===== src/rtl/pe_arb_pkg.sv =====
// Shared types and constants for the four-requester arbiter.
//   arb_state_t  : IDLE / GRANT / RELEASE controller states
//   NREQ, ID_W   : requester count and encoded-index width
//   id_to_onehot : converts an encoded owner index to a one-hot grant vector
package pe_arb_pkg;

  localparam int NREQ = 4;
  localparam int ID_W = 2;

  typedef enum logic [1:0] {
    IDLE    = 2'b00,
    GRANT   = 2'b01,
    RELEASE = 2'b10
  } arb_state_t;

  function automatic logic [NREQ-1:0] id_to_onehot(input logic [ID_W-1:0] id);
    return NREQ'(1) << id;
  endfunction

endpackage


===== src/rtl/pe_prio_enc4.sv =====
// Four-input priority encoder with a programmable starting index.
// Search order is start, start-1, start-2, start-3 (modulo 4); the first set
// request bit in that order wins. start=3 gives plain highest-index-wins.
// Ports:
//   req   in  [3:0]  request vector
//   start in  [1:0]  index searched first
//   id    out [1:0]  winning index (0 when no request)
//   valid out        any request present
module pe_prio_enc4
  import pe_arb_pkg::*;
(
  input  logic [NREQ-1:0] req,
  input  logic [ID_W-1:0] start,
  output logic [ID_W-1:0] id,
  output logic            valid
);

  // Rotate req so the requester at 'start' lands on bit 3; a fixed
  // highest-bit search on the rotated vector then yields the rotating order.
  logic [NREQ-1:0] w_rot;
  logic [ID_W-1:0] w_pos;

  genvar gi;
  generate
    for (gi = 0; gi < NREQ; gi++) begin : g_rot
      localparam logic [ID_W-1:0] OFF = ID_W'(gi + 1);
      assign w_rot[gi] = req[start + OFF];
    end
  endgenerate

  always_comb begin
    w_pos = 2'd0;
    if (w_rot[3])      w_pos = 2'd3;
    else if (w_rot[2]) w_pos = 2'd2;
    else if (w_rot[1]) w_pos = 2'd1;
  end

  // Undo the rotation: rotated bit p corresponds to requester start+p+1.
  assign id    = valid ? (start + w_pos + 2'd1) : 2'd0;
  assign valid = |req;

endmodule


===== src/rtl/pe_arbiter4.sv =====
// Four-requester arbiter for a single shared downstream port.
// The winner is registered, keeps the grant until it signals done, drops its
// request, or holds for MAX_HOLD cycles; a dead RELEASE cycle then follows
// before the next arbitration.
// Build option: define PE_ARB_ROUND_ROBIN_EN to rotate priority starting
// below the previous owner; otherwise priority is fixed (3 > 2 > 1 > 0).
// Ports:
//   clk       in        rising-edge clock
//   rst_n     in        asynchronous active-low reset
//   req       in  [3:0] level-sensitive request vector
//   done      in        owner releases the grant (only honoured in GRANT)
//   gnt       out [3:0] registered one-hot grant
//   gnt_id    out [1:0] registered owner index, 0 when no owner
//   gnt_valid out       a grant is held
//   timeout   out       one-cycle pulse after a forced release
module pe_arbiter4
  import pe_arb_pkg::*;
#(
  parameter int MAX_HOLD = 15,
  parameter int CNT_W    = 8
) (
  input  logic            clk,
  input  logic            rst_n,
  input  logic [NREQ-1:0] req,
  input  logic            done,
  output logic [NREQ-1:0] gnt,
  output logic [ID_W-1:0] gnt_id,
  output logic            gnt_valid,
  output logic            timeout
);

  arb_state_t       r_state,    w_state_nxt;
  logic [NREQ-1:0]  r_gnt,      w_gnt_nxt;
  logic [ID_W-1:0]  r_gnt_id,   w_gnt_id_nxt;
  logic             r_valid,    w_valid_nxt;
  logic             r_timeout,  w_timeout_nxt;
  logic [CNT_W-1:0] r_hold_cnt, w_hold_cnt_nxt;
  logic [ID_W-1:0]  r_last_id,  w_last_id_nxt;

  logic [ID_W-1:0]  w_start;
  logic [ID_W-1:0]  w_enc_id;
  logic             w_enc_valid;
  logic             w_rel_done;
  logic             w_rel_drop;
  logic             w_rel_max;
  logic             w_release;

`ifdef PE_ARB_ROUND_ROBIN_EN
  // Previous owner is searched last; 2-bit wrap gives the modulo-4 order.
  assign w_start = r_last_id - 2'd1;
`else
  assign w_start = 2'd3;
`endif

  pe_prio_enc4 u_enc (
    .req   (req),
    .start (w_start),
    .id    (w_enc_id),
    .valid (w_enc_valid)
  );

  assign w_rel_done = done;
  assign w_rel_drop = ~req[r_gnt_id];
  assign w_rel_max  = (r_hold_cnt == CNT_W'(MAX_HOLD));
  assign w_release  = w_rel_done | w_rel_drop | w_rel_max;

  always_comb begin
    w_state_nxt    = r_state;
    w_gnt_nxt      = r_gnt;
    w_gnt_id_nxt   = r_gnt_id;
    w_valid_nxt    = r_valid;
    w_timeout_nxt  = 1'b0;
    w_hold_cnt_nxt = r_hold_cnt;
    w_last_id_nxt  = r_last_id;

    case (r_state)
      IDLE: begin
        if (w_enc_valid) begin
          w_state_nxt    = GRANT;
          w_gnt_nxt      = id_to_onehot(w_enc_id);
          w_gnt_id_nxt   = w_enc_id;
          w_valid_nxt    = 1'b1;
          w_hold_cnt_nxt = CNT_W'(1);
        end
      end

      GRANT: begin
        if (w_release) begin
          w_state_nxt    = RELEASE;
          w_gnt_nxt      = '0;
          w_gnt_id_nxt   = '0;
          w_valid_nxt    = 1'b0;
          w_hold_cnt_nxt = '0;
          w_last_id_nxt  = r_gnt_id;
          // A voluntary release on the same edge suppresses the timeout flag.
          w_timeout_nxt  = w_rel_max & ~w_rel_done & ~w_rel_drop;
        end else if (r_hold_cnt != CNT_W'(MAX_HOLD)) begin
          w_hold_cnt_nxt = r_hold_cnt + CNT_W'(1);
        end
      end

      RELEASE: begin
        w_state_nxt = IDLE;
      end

      default: begin
        w_state_nxt    = IDLE;
        w_gnt_nxt      = '0;
        w_gnt_id_nxt   = '0;
        w_valid_nxt    = 1'b0;
        w_hold_cnt_nxt = '0;
      end
    endcase
  end

  always_ff @(posedge clk or negedge rst_n) begin
    if (!rst_n) begin
      r_state    <= IDLE;
      r_gnt      <= '0;
      r_gnt_id   <= '0;
      r_valid    <= 1'b0;
      r_timeout  <= 1'b0;
      r_hold_cnt <= '0;
      r_last_id  <= '0;
    end else begin
      r_state    <= w_state_nxt;
      r_gnt      <= w_gnt_nxt;
      r_gnt_id   <= w_gnt_id_nxt;
      r_valid    <= w_valid_nxt;
      r_timeout  <= w_timeout_nxt;
      r_hold_cnt <= w_hold_cnt_nxt;
      r_last_id  <= w_last_id_nxt;
    end
  end

  assign gnt       = r_gnt;
  assign gnt_id    = r_gnt_id;
  assign gnt_valid = r_valid;
  assign timeout   = r_timeout;

endmodule


===== config.mk =====
export PLATFORM = sky130hd
export DESIGN_NAME = pe_arbiter4
export DESIGN_NICKNAME = d
export VERILOG_FILES = /design/src/rtl/pe_arb_pkg.sv /design/src/rtl/pe_prio_enc4.sv /design/src/rtl/pe_arbiter4.sv
export SDC_FILE = /design/constraint.sdc
export NUM_CORES = 1
export LEC_CHECK = 0
export BUFFER_PORTS_ARGS = -buffer_cell sky130_fd_sc_hd__buf_2
export CORE_UTILIZATION = 56
export CTS_CLUSTER_DIAMETER = 80
export DETAILED_ROUTE_END_ITERATION = 8
export PLACE_DENSITY = 0.79
export RECOVER_POWER = 100
export SLEW_MARGIN = 5
export SYNTH_ARGS = -nofsm -noshare
export SYNTH_HDL_FRONTEND = slang
export SYNTH_SLANG_ARGS = --single-unit

===== constraint.sdc =====
create_clock -name clk -period 3.57 [get_ports clk]
set_input_delay 0.5355 -clock clk [delete_from_list [all_inputs] [get_ports clk]]
set_output_delay 0.5355 -clock clk [all_outputs]
set_load 0.05 [all_outputs]

Yosys cells after proc, flatten, opt, wreduce, memory -nomap -nowiden --
Index checks and enable logic that the tools add are counted.
Operators by class: add/sub/neg operators 3, $lt $le $gt $ge 1, eq/ne operators 7, shift-type cells 1, mux-type cells 24, bitwise logic cells 7, reduce and logical (&&, ||, !) cells 5
Operators by type and width (number):
- $mux 8 | 3
- $pmux 8 s3 | 1
- $mux 2 | 7
- $pmux 4 s3 | 1
- $add 8x1->8 const B | 1
- $eq 8x4->1 const B | 1
- $mux 4 | 2
- $ne 8x4->1 const B | 1
- $mux 1 | 6
- $pmux 2 s3 | 1
- $reduce_and 3->1 | 2
- $pmux 2 s2 | 1
- $reduce_or 4->1 | 1
- $shl 1x2->4 const A | 1
- $lt 2x3->1 const B | 1
- $ne 3x3->1 const B | 1
- $not 1->1 | 3
- $pmux 1 s3 | 1
- $add 2x1->2 const B | 1
- $add 2x2->2 const A | 1
- $and 1x1->1 | 2
- $bmux 1 s2 | 1
- $eq 2x1->1 const B | 1
- $eq 2x2->1 const B | 1
- 5 further kinds | 6
Word-level totals: flip-flop bits (word level) 18, input bits 7, output and inout bits 8, word-level logic and storage cells 54

Longest topological paths before layout --
Gate-level depths: netlist of run 1.
depth in word-level cells 9, mapped depth 6

Hierarchy --
A second synthesis of run 1 with hierarchy kept.
Unflattened totals: cells, all modules 100, area total of the unflattened synthesis 1046.0 um^2
By module, submodules not included:
- pe_arbiter4 | times used 1, cells each 78, area each 902.1 um^2, seq. area each 450.4 um^2
- pe_prio_enc4 | times used 1, cells each 22, area each 143.9 um^2, seq. area each 0.0 um^2

Worst setup path after synthesis of run 1 --
No wires, ideal clock.
path kind register to register, from reg r_gnt_id[0] (netlist: gnt_id[0]), to reg r_hold_cnt[7], library setup time 121 ps, data arrival time 1788 ps, path slack 1661 ps, cell stages (with the launch flop) 6, path buffers 1, period minus slack after synthesis 1909 ps, path through dfrtp_1 -> mux4_2 -> o211a_2 -> buf_6 -> a21o_1 -> a22o_1
Between the ends: word-level cells in the longest chain between the ends 7
Ends and longest elaborated chain:
- start: declaration | RTL line pe_arbiter4.sv:34 | logic [ID_W-1:0] r_gnt_id, w_gnt_id_nxt;
- start signal: assignment | RTL line pe_arbiter4.sv:128 | r_gnt_id <= w_gnt_id_nxt;
- $bmux 1 s2 * | RTL line pe_arbiter4.sv:63 | assign w_rel_drop = ~req[r_gnt_id];
- $mux 1 (implied by the code) * | RTL line pe_arbiter4.sv:63
- $not 1->1 * | RTL line pe_arbiter4.sv:63
- $or 1x1->1 * (2 in a row) | RTL line pe_arbiter4.sv:65 | assign w_release = w_rel_done | w_rel_drop | w_rel_max;
- $ne 3x3->1 (no line) or $mux 8 (tied branches)
- $reduce_and 3->1 (no line) or $pmux 8 s3 (tied branches)
- end signal: assignment | RTL line pe_arbiter4.sv:131 | r_hold_cnt <= w_hold_cnt_nxt;
- end: declaration | RTL line pe_arbiter4.sv:37 | logic [CNT_W-1:0] r_hold_cnt, w_hold_cnt_nxt;
Mark *: on every way between the ends. The rest lies on a longest branch, timed or not. The select of a mux whose other input is x is not followed. A chain may end at the register's enable or synchronous reset.

Worst setup path in the final report of run 1 --
from reg r_state[0], to reg r_gnt_id[1] (netlist: gnt_id[1])
Between the ends: word-level cells in the longest chain between the ends 3
Ends and longest elaborated chain:
- start: declaration | RTL line pe_arbiter4.sv:32 | arb_state_t r_state, w_state_nxt;
- start signal: assignment | RTL line pe_arbiter4.sv:126 | r_state <= w_state_nxt;
- $eq 2x1->1 (tied with other cells) | RTL line pe_arbiter4.sv:76 | case (r_state)
- $ne 2x2->1 (no line) (tied with other cells)
- $reduce_and 3->1 (no line)
Parallel ways exist; a longest one is shown, timed or not.

==> flow_metrics.py, run 1 <==
metrics = {
    "logic_synthesis": {
        "syn-cell-area_sq_um": 918.4,
        "synthMuxAreaShare": 0.04632,
        "yosysWarnings": 0,
        "syn_inst": 89,
        "synth.top_cell.area_share": 0.4905,
        "synth_area_leaders": "dfrtp_1 49%, a22o_1 4.8%, o21ai_0 3.3%, a21o_1 3.3%, nand2_1 3.3%",
        "postSynthNetCount": 97,
        "synth_fa_ha_area_frac": 0.01362,
        "synth-seq-area-share": 0.4905,
        "synth_edf_count": 0,
        "synth_compound_area_frac": 0.2139,
        "postSynthAreaPerCell_sq_um": 10.32,
        "synth_top_family_by_area": "compound AO/OA/AOI/OAI gates",
        "synth_top_area_cell": "dfrtp_1",
        "yosys.area_share.simple": 0.1921,
        "ys.flop_type": "dfrtp_1",
        "synth-xor-area-share": 0.009537,
        "ys_types": 33,
        "async_flop_share": 1.000,
        "ys_ff_latch": 18,
    },
    "cts": {
        "clkLatencyLatePin_ps": 290,
        "cts_tree": "done",
        "h-tree-depth": 1,
        "post_cts_resized": 0,
        "hold_buffers": 0,
        "path_clk_slew_ps": 100,
        "cts_buffers": 3,
        "cts_setup_buffers": 0,
        "cts_sinks": 18,
        "cts-root-buf": "clkbuf_4",
        "clockBufferDepth": 2,
    },
    "route": {
        "drc_errors": 0,
        "via_per_inst": 6.151,
        "drtIter0Drc": 17,
        "dr.pass1.iters": 4,
        "num_vias": 732,
        "wirelength_mm": 1.688,
        "wl_per_cell_um": 14.18,
        "antenna_left": 0,
    },
    "job": {
        "drv_cap": 0,
    },
    "finish": {
        "final_cell_mix": "18 x dfrtp_1, 9 x clkbuf_1, 8 x nand2_1",
        "n_antenna_cell": 0,
        "final_common_cell": "dfrtp_1",
        "areaGrowthSynthToFinish_pct": 8.856,
        "nNetsFinal": 113,
        "drive_gt1_frac": 0.1165,
    },
    "die": {
        "core_area_sq_um": 1524,
        "start_util": 0.6026,
        "ios": 15,
        "rows": 14,
        "die_w_um": 42.50,
        "die_area_sq_um": 1806,
        "die_h_um": 42.50,
    },
    "power": {
        "powerDensity_nw_per_um2": 703.2,
        "vdd_drop_max_v": 0.0004983,
        "p_leak_uw": 0.0004817,
    },
    "place": {
        "place_ws_ps": 1657,
        "port_buffers": 14,
        "gp_congestion": 0.7736,
        "dp_hpwl_mm": 1.224,
    },
    "sta": {
        "tightest_slew_ps": 937.6,
        "setup_ws_ps": 1613,
        "rsz0062_at_grt": "no",
        "skew_ps": 7.375,
        "fin_crit_sh": 0.5482,
        "setup_tns_ps": 0,
        "period_needed_ps": 1957,
        "max_slew_margin": 0.3749,
        "max_freq_mhz": 511.0,
        "setup-violations-final": 0,
        "whs_ps": 353.2,
        "hold_viol": 0,
        "maxSlewViolCount": 0,
    },
    "worst_setup_path": {
        "cpPeakStageDelay_ps": 600,
        "worstSetupEndpointType": "flop",
        "worst_path_max_delay_cell": "o211a_1",
        "worstSetupPathType": "flop to flop",
        "cp.arrival_ps": 2160,
        "required_ps": 3770,
        "critPathMaxFanout": 21,
        "worstPathCellList": "nor3b_1 > o211a_1 > o21ai_0 > o31ai_1",
        "start_kind": "flop",
    },
    "min_path": {
        "hold_path_class": "primary input to asynchronous set/reset pin",
    },
    "global_routing": {
        "antenna_found_initial": 0,
        "grt_max_degree": 22,
        "grt_pass1_vias": 679,
        "grt_first_pass_wirelength_mm": 3.063,
        "grt.overflow.total": 0,
        "track_usage": 0.2313,
    },
    "outcome": {
        "outcome": "finished, final reports clean",
    },
}
sequential cells by signal, summed over array words and instances (netlist names):
register / count
gnt: 4
r_hold_cnt: 8
r_state: 2
gnt_valid: 1
timeout: 1
gnt_id: 2
cells in the mapped netlist, types with 2 or more instances:
| master | number |
|---|---|
| nor3b_1 | 2 |
| and3_1 | 2 |
| a21o_1 | 4 |
| nand2_1 | 8 |
| o21ai_0 | 6 |
| o31ai_1 | 2 |
| nor2_1 | 5 |
| mux2i_1 | 2 |
| dfrtp_1 | 18 |
| a21oi_1 | 4 |
| nand3_1 | 5 |
| nor3_1 | 3 |
| inv_1 | 3 |
| nand3b_1 | 2 |
| a22o_1 | 5 |
worst max-delay path, delay by kind of cell (launching register included):
kind	cells	cell delay [ps]
compound gates	3	930
flops	1	590
simple gates	1	360
cells by family after synthesis:
kind of cell	Yosys count
AOI/OAI and AO/OA	27
xor gates and xnor gates	1
adders and majority gates	1
buffers and inverters	6
DFF	18
muxes	3
and+or+nand+nor	33
power breakdown:
group / internal (uW) / total, uW / switching, uW
clock network: 39.2 / 98.2 / 59.0
registers: 253 / 312 / 59.2
logic: 85.4 / 293 / 207
total: 377 / 703 / 326
layout make-up:
type,count,area (sq um)
inverter,3,11.26
timing repair buffer,14,58.81
multi-input combinational,65,436.7
clock buffer,3,22.52
tap,16,20.02
fill,133,524.3
sequential,18,450.4
layer usage:
layer | vias to the layer above | share of wire | GRT usage
li1 | 358 | - | -
met4 | 0 | 0.021 | 0.1125
met5 | - | 0 | 0
met3 | 6 | 0.027 | 0.03879
met1 | 354 | 0.47 | 0.3134
met2 | 14 | 0.48 | 0.3600
worst paths after layout:
| check | from | to | slack (ps) | depth (start not counted) |
|---|---|---|---|---|
| worst min-delay path | rst_n | r_hold_cnt[2] | 350 | 1 |
| worst max register to register | r_state[0] | gnt_id[1] | 1610 | 4 |
| min in group clk | gnt[3] | gnt[3] | 520 | 2 |
| max in group asynchronous | rst_n | gnt[3] | 2640 | 1 |
| worst min register to register | gnt[3] | gnt[3] | 520 | 2 |
| worst max-delay path | r_state[0] | gnt_id[1] | 1610 | 4 |
through the flow:
stage	std cells	cell area [sq um]	util	power [uW]
2_1_floorplan	89	918.4	-	549.3
3_3_place_gp	116	988.4	0.6486	610.2
3_5_place_dp	116	988.4	0.6486	620.1
4_1_cts	119	1011	0.6634	715.9
5_1_grt	119	999.7	0.6560	749.0
6_report	119	999.7	0.6560	703.0
Note: power is estimated with default switching activity, not from simulation.
==> run 2: changes to the inputs <==
--- a/config.mk
+++ b/config.mk
@@ -6,10 +6,10 @@
 export NUM_CORES = 1
 export LEC_CHECK = 0
 export BUFFER_PORTS_ARGS = -buffer_cell sky130_fd_sc_hd__buf_2
-export CORE_UTILIZATION = 56
+export CORE_UTILIZATION = 53
 export CTS_CLUSTER_DIAMETER = 80
 export DETAILED_ROUTE_END_ITERATION = 8
-export PLACE_DENSITY = 0.79
+export PLACE_DENSITY = 0.76
 export RECOVER_POWER = 100
 export SLEW_MARGIN = 5
 export SYNTH_ARGS = -nofsm -noshare
==> constraint.sdc (replaced) <==
create_clock -name clk -period 2 [get_ports clk]
set_input_delay 0.3 -clock clk [delete_from_list [all_inputs] [get_ports clk]]
set_output_delay 0.3 -clock clk [all_outputs]
set_load 0.05 [all_outputs]
==> run 2 against run 1 <==
- non-clock buffer count rose by 2
- register-to-register slack got worse by 1300 ps
- clock-buffer cell count did not move
- power rose by 82%
==> flow_metrics.py, run 2 (synthesis gave the netlist of run 1 again) <==
metrics = {
    "outcome": {
        "outcome": "finished, final reports clean",
    },
    "sta": {
        "max_freq_mhz": 584.6,
        "tightest_slew_ps": 943.5,
        "setup_ws_ps": 289.6,
        "rsz0062_at_grt": "no",
        "hold_viol": 0,
        "skew_ps": 3.822,
        "setup_tns_ps": 0,
        "setup-violations-final": 0,
        "maxSlewViolCount": 0,
        "fin_crit_sh": 0.8552,
        "period_needed_ps": 1710,
        "max_slew_margin": 0.3710,
    },
    "cts": {
        "cts_setup_buffers": 0,
        "post_cts_resized": 0,
        "cts_buffers": 3,
        "clkLatencyLatePin_ps": 290,
        "cts_sinks": 18,
        "hold_buffers": 1,
        "cts_tree": "done",
        "path_clk_slew_ps": 100,
        "h-tree-depth": 1,
        "cts-root-buf": "clkbuf_4",
        "clockBufferDepth": 2,
    },
    "worst_setup_path": {
        "reg2reg_from": "r_hold_cnt[1]",
        "worstSetupPathType": "flop to flop",
        "critPathMaxFanout": 21,
        "start_kind": "flop",
        "required_ps": 2180,
        "cp.arrival_ps": 1890,
        "worstSetupEndpointType": "flop",
        "crit_start": "r_hold_cnt[1]",
    },
    "finish": {
        "nNetsFinal": 115,
        "final_common_cell": "dfrtp_1",
        "areaGrowthSynthToFinish_pct": 10.76,
        "final_cell_mix": "18 x dfrtp_1, 9 x clkbuf_1, 8 x nand2_1",
        "final_cell_area_sq_um": 1017,
        "largest_register": "r_hold_cnt",
        "largest_reg_flops": 8,
        "drive_gt1_frac": 0.1333,
        "n_antenna_cell": 0,
        "fill_cells": 133,
        "post-route-util": 0.6525,
    },
    "power": {
        "powerDensity_nw_per_um2": 1255,
        "vdd_drop_max_v": 0.0008419,
        "totalPowerFinal_uw": 1277,
        "p_leak_uw": 0.0004837,
    },
    "place": {
        "gp_congestion": 0.7876,
        "dpl_cell_area_sq_um": 996.0,
        "port_buffers": 14,
        "dp_hpwl_mm": 1.189,
        "place_ws_ps": 304.5,
    },
    "global_routing": {
        "grt.overflow.total": 0,
        "track_usage": 0.2137,
        "grt_max_degree": 22,
        "antenna_found_initial": 0,
        "grt_pass1_vias": 691,
        "grt_first_pass_wirelength_mm": 2.953,
    },
    "min_path": {
        "hold_start": "done",
        "hold_path_class": "primary input to flop",
    },
    "route": {
        "dr.pass1.iters": 4,
        "drc_errors": 0,
        "antenna_left": 0,
        "via_per_inst": 6.074,
        "wirelength_mm": 1.766,
        "num_vias": 735,
        "wl_per_cell_um": 14.60,
        "drtIter0Drc": 26,
    },
    "die": {
        "rows": 14,
        "die_area_sq_um": 1903,
        "die_w_um": 43.63,
        "die_h_um": 43.63,
        "ios": 15,
        "core_area_sq_um": 1559,
        "start_util": 0.5891,
    },
    "job": {
        "drv_cap": 0,
    },
}
## run 2: changes by cell type in the layout (fill, tap and decap cells not counted)
cell / change
buf_4: +1
dlygate4sd3_1: +1
o211a_1: -1
o211a_2: +1
## run 2: critical path, stage by stage (launching register included)
cell,delay (ps)
dfrtp_1,390
ha_1,210
nand4b_1,170
o211a_2,440
a21o_1,200
a22o_1,180
## run 2: worst paths after layout
kind                                 endpoint  slack, ps  cells after the start
worst max register to register  r_hold_cnt[5]        290                      5
worst min-delay path                  timeout        280                      4
worst max-delay path            r_hold_cnt[5]        290                      5
worst min register to register         gnt[2]        510                      2
min in group asynchronous       r_hold_cnt[3]        690                      2
max in group asynchronous          r_state[0]        740                      2
## run 2: layout make-up
type	count	area, sq um	area share
repair buffers	16	76.32	0.07503
well taps	16	20.02	0.01968
flip-flops and latches	18	450.4	0.4428
inverters	3	11.26	0.01107
clock buffers	3	22.52	0.02214
multi-input cells	65	436.7	0.4293
## run 2: through the flow
stage / std cells / hold WS (ps)
detailed placement: 117 / 249.1
CTS: 121 / 278.4
finish: 121 / 284.5
global placement: 117 / 243.8
global route: 121 / 292.2
floorplan: 89 / 4.409
## run 2: metal layers
layer	global-route usage	part of all wire	vias to the layer above
met5	0	0	-
met4	0.1250	0.023	0
met3	0.04167	0.049	6
met2	0.3224	0.44	25
met1	0.2861	0.48	344
li1	-	-	360
## run 2: report_power, final
group          total, uW  internal, uW  switching, uW
Combinational        577           168            409
Clock                176          70.0            106
Sequential           524           451           72.2
Total               1280           690            587
